===== src/rtl/async_req_arbiter.sv =====
// Round-robin arbiter for one shared resource, fed by request strobes from a foreign clock domain.
// Each request edge is synchronised, latched as a pending event and granted once, with a watchdog on the hold time.
module async_req_arbiter #(
  parameter int unsigned N_REQ          = 4,
  parameter int unsigned SYNC_STAGES    = 2,
  parameter int unsigned TIMEOUT_CYCLES = 1024,
  localparam int unsigned IDX_W         = $clog2(N_REQ)
) (
  input  logic             clk,
  input  logic             reset,
  input  logic [N_REQ-1:0] req_async,
  input  logic             done,
  output logic [N_REQ-1:0] grant,
  output logic             grant_valid,
  output logic [IDX_W-1:0] grant_idx,
  output logic [N_REQ-1:0] pending,
  output logic             timeout
);

  localparam int unsigned TMR_W = $clog2(TIMEOUT_CYCLES);
  localparam logic [TMR_W-1:0] TMR_LAST  = TMR_W'(TIMEOUT_CYCLES - 1);
  localparam logic [IDX_W-1:0] LAST_INIT = IDX_W'(N_REQ - 1);

  typedef enum logic [1:0] {
    S_IDLE,
    S_GRANT,
    S_RELEASE
  } state_t;

  logic [SYNC_STAGES-1:0][N_REQ-1:0] sync_q;
  logic [N_REQ-1:0] prev_q;
  logic [N_REQ-1:0] rise;

  state_t           state, state_d;
  logic [N_REQ-1:0] grant_d, pending_d, clear, sel_onehot;
  logic             grant_valid_d, timeout_d, sel_found;
  logic [IDX_W-1:0] grant_idx_d, last_idx, last_idx_d, sel, cand;
  logic [TMR_W-1:0] timer, timer_d;

  // Synchroniser chain plus one extra stage for rising-edge detection
  always_ff @(posedge clk or negedge reset) begin
    if (!reset) begin
      sync_q <= '0;
      prev_q <= '0;
    end else begin
      sync_q <= {sync_q[SYNC_STAGES-2:0], req_async};
      prev_q <= sync_q[SYNC_STAGES-1];
    end
  end

  assign rise = sync_q[SYNC_STAGES-1] & ~prev_q;

  // Round-robin pick: first pending bit after the last granted index
  always_comb begin
    sel       = last_idx;
    sel_found = 1'b0;
    cand      = '0;
    for (int unsigned k = 1; k <= N_REQ; k++) begin
      cand = IDX_W'((32'(last_idx) + k) % N_REQ);
      if (!sel_found && pending[cand]) begin
        sel       = cand;
        sel_found = 1'b1;
      end
    end
    sel_onehot = N_REQ'(1) << sel;
  end

  // Next-state and registered-output logic
  always_comb begin
    state_d       = state;
    grant_d       = grant;
    grant_valid_d = grant_valid;
    grant_idx_d   = grant_idx;
    timeout_d     = 1'b0;
    timer_d       = timer;
    last_idx_d    = last_idx;
    clear         = '0;
    case (state)
      S_IDLE: begin
        if (sel_found) begin
          grant_d       = sel_onehot;
          grant_valid_d = 1'b1;
          grant_idx_d   = sel;
          last_idx_d    = sel;
          timer_d       = '0;
          clear         = sel_onehot;
          state_d       = S_GRANT;
        end
      end
      S_GRANT: begin
        timer_d = timer + TMR_W'(1);
        if (done) begin
          grant_d       = '0;
          grant_valid_d = 1'b0;
          state_d       = S_RELEASE;
        end else if (timer == TMR_LAST) begin
          grant_d       = '0;
          grant_valid_d = 1'b0;
          timeout_d     = 1'b1;
          state_d       = S_RELEASE;
        end
      end
      S_RELEASE: state_d = S_IDLE;
      default:   state_d = S_IDLE;
    endcase
    // A rise coinciding with selection re-queues the event
    pending_d = (pending & ~clear) | rise;
  end

  always_ff @(posedge clk or negedge reset) begin
    if (!reset) begin
      state       <= S_IDLE;
      grant       <= '0;
      grant_valid <= 1'b0;
      grant_idx   <= '0;
      pending     <= '0;
      timeout     <= 1'b0;
      timer       <= '0;
      last_idx    <= LAST_INIT;
    end else begin
      state       <= state_d;
      grant       <= grant_d;
      grant_valid <= grant_valid_d;
      grant_idx   <= grant_idx_d;
      pending     <= pending_d;
      timeout     <= timeout_d;
      timer       <= timer_d;
      last_idx    <= last_idx_d;
    end
  end

endmodule


===== config.mk =====
export PLATFORM = sky130hd
export DESIGN_NAME = async_req_arbiter
export DESIGN_NICKNAME = d
export VERILOG_FILES = /design/src/rtl/async_req_arbiter.sv
export SDC_FILE = /design/constraint.sdc
export NUM_CORES = 1
export LEC_CHECK = 0
export ABC_CLOCK_PERIOD_IN_PS = 2200
export BUFFER_PORTS_ARGS = -buffer_cell sky130_fd_sc_hd__buf_2
export CAP_MARGIN = 20
export CELL_PAD_IN_SITES_DETAIL_PLACEMENT = 0
export CELL_PAD_IN_SITES_GLOBAL_PLACEMENT = 1
export CORE_ASPECT_RATIO = 0.75
export CORE_MARGIN = 8
export CORE_UTILIZATION = 47
export CTS_BUF_LIST = sky130_fd_sc_hd__clkbuf_4
export DETAILED_ROUTE_END_ITERATION = 10
export PLACE_DENSITY = 0.8
export SLEW_MARGIN = 5
export SYNTH_ARGS = -nofsm -noshare
export SYNTH_HDL_FRONTEND = slang
export SYNTH_SLANG_ARGS = --single-unit

===== constraint.sdc =====
create_clock -name clk -period 2.2 [get_ports clk]
set_clock_uncertainty 0.15 [all_clocks]
set_input_delay 0.66 -clock clk [delete_from_list [all_inputs] [get_ports clk]]
set_output_delay 0.66 -clock clk [all_outputs]
set_load 0.03 [all_outputs]

==> metrics <==
DIE HEIGHT ~66 um; EDFF count, synth 0; vias in the first global route ~1.0k; layout cell share with drive strength beyond 1 between 20% and 30%; met2 Usage GRT between 10% and 20%; GR peak layer met1; fmax between 500 and 600 MHz; max incr delay on CP 0.49 ns; Post-Synthesis Cells about 140; root buf cell clkbuf_4; CP Buf/Inv Count 0; Leak Pwr slightly above 0.8 nW; Clock Sinks 38; Final Hold Viols 0; worst-margin pin slew 0.600 ns; Top delay family on crit path compound AO/OA/AOI/OAI gates; post-synthesis register bit count 38; P per Cell Area 1400 nW/um^2; final net count 174; total CTS buffers 5; Distinct cells, synth between 40 and 50; setup TNS 0 ns; count of final setup violators 0; max-slew violations 0; met1 Use GR 15.9%; diodes inserted 0; synthesized net count approximately 150; chip width ~83 um; total wire length between 3000 and 4000 um; MaxCap Viol Count 0; # DRC 0; total grt overflow 0; Post-CTS Resized 0; Synth Warn # 0; CP Cell Sequence nor2_1, nand2_1, o41ai_1, o221ai_1; relative slew slack between 50% and 60%; synthesized area per cell between 10 and 15 sq um; Startpoint Class flip-flop; Placed Area ~1700 sq um; WP data required between 2 and 2.5 ns; vias per inst 5.52; all-layer global routing usage 11.7%; initial antenna violation count 0; async set or reset register ratio after synthesis between 90% and 100%; register area share after synthesis 59.9%; first-pass GRT wire length 5040 um; initial cell density of the core approximately half; DP HPWL about 2100 um; crit path time final ~1.9 ns; P&R area growth vs syn 14.7%; Netlist Area Pre-Place 1590 sq um; CP endpoint kind flip-flop; number of port buffers 18; worst flop-to-flop path endpoint pending[0]; R2R depth 4; met3 usage around 4.2%; Hold Crit Class in2async; crit path DAT ~2 ns; H-tree depth 2; CP max stage cell o41ai_1; drt first-iter violations 81; io pins 19; peak fanout along the critical path 11; worst setup path category reg2reg; maximum buffer depth of the clock tree 2; Final Cell Area ~1800 sq um; Yosys top cell area share between 50% and 60%; post-CTS setup buffers 0; 1st-pass router iterations 4; Worst VDD drop between 0.0007 and 0.0008 V; gpl congestion around 0.87; DR vias between 1k and 1.5k; row count 18; ys flop type dfrtp_1; top cell type by total area after synthesis dfrtp_1; pin count of the biggest net entering global routing 39; wire length per cell about 15 um; final worst path period share 86.4%; reg-to-reg slack, setup between 0.2 and 0.3 ns; CTS tree built; worst-skew pair later-pin latency roughly 0.35 ns; Synth area leaders dfrtp_1 (57%), o21ai_0 (6.0%), nand2_1 (3.5%); Core Box Area between 3000 and 4000 sq um; RSZ-0062 raised after global routing false; status complete, no violations; clk slew on worst S/H paths between 0.1 and 0.15 ns; cts hold-fix bufs 0; Post-DRT Antenna Nets 0; Die ar. roughly 5500 sq um; FF-to-FF Start state[0]
-- layout make-up --
cell class | instances | area, sq um
fill | 281 | 1440
sequential | 38 | 953
multi-input combinational | 94 | 582
timing repair buffer | 21 | 113
clock inverter | 3 | 68.8
tap | 40 | 50.0
clock buffer | 5 | 37.5
inverter | 6 | 22.5
-- worst reg2reg max path, cell delays in order, from the launching register on --
cell and delay [ns]:
dfrtp_1 0.40, nor2_1 0.26, nand2_1 0.29, o41ai_1 0.49, o221ai_1 0.18
-- cell usage in the layout, fill, tap and decap left out, drive strengths merged, types with 3 or more instances in the layout --
| master | n |
|---|---|
| and2 | 3 |
| o21ai | 19 |
| nor2b | 3 |
| nand2 | 15 |
| nand2b | 4 |
| clkbuf | 5 |
| buf | 21 |
| a21oi | 8 |
| nor2 | 6 |
| inv | 6 |
| dfrtp | 36 |
| nand3 | 4 |
-- layer usage --
layer	up-vias	part of all wire, %
met5	-	0
met1	540	50
met3	6	6.6
met4	0	1.8
li1	567	-
met2	30	41
-- state kept, by name, summed over array words and instances (netlist names), 2 cells and up --
name	cells
prev_q	4
sync_q	8
grant_idx	2
last_idx	2
grant	4
pending	4
state	2
timer	10
-- worst max path at each step --
stage                          start    endpoint  depth (start not counted)
final                       state[0]  pending[0]                          4
after global routing        state[0]  pending[0]                          4
after CTS                   state[0]  pending[0]                          4
after detailed placement    state[0]  pending[0]                          4
after global placement      state[0]  pending[0]                          4
after floorplan           pending[1]    grant[0]                          4
-- per-stage QoR --
| step | total power [mW] | std cells | utilization, % | setup WS, ns | hold WS (ns) |
|---|---|---|---|---|---|
| 6_report | 2.56 | 207 | 55.9 | 0.299 | 0.184 |
| 5_1_grt | 2.74 | 207 | 55.9 | 0.152 | 0.208 |
| 4_1_cts | 2.60 | 207 | 55.9 | 0.290 | 0.191 |
| 3_5_place_dp | 2.00 | 199 | 52.7 | 0.332 | 0.185 |
| 3_3_place_gp | 1.97 | 199 | 52.7 | 0.304 | 0.183 |
| 2_1_floorplan | 1.72 | 144 | - | 0.319 | 0.181 |
-- logic make-up after synthesis --
| logic type | count (synthesis) | synth area share [%] |
|---|---|---|
| AO/OA/AOI/OAI | 46 | 19.4 |
| AND/OR/NAND/NOR | 46 | 15.8 |
| flip-flops | 38 | 59.9 |
| buffers and inverters | 12 | 3.61 |
| XOR/XNOR | 1 | 0.550 |
| adder cells (fa/ha/maj) | 1 | 0.785 |
-- power breakdown --
group / total (mW) / switching (mW) / internal (mW)
sequential: 0.993 / 0.130 / 0.863
clock: 0.592 / 0.236 / 0.355
combinational: 0.980 / 0.631 / 0.349
total: 2.56 / 0.997 / 1.57
-- cell usage after synthesis, types with 2 or more instances --
library cell,count
o32a_1,2
buf_2,4
nor2_1,6
nand3_1,4
nand2_1,15
nand2b_1,4
a31oi_1,2
o32ai_1,2
o41ai_1,2
o221ai_1,2
dfrtp_1,36
o21ai_0,19
and2_1,2
a21oi_1,6
and3_1,2
a32o_1,2
inv_1,6
dfstp_2,2
nor2b_1,3
(Power assumes the default switching activity.)
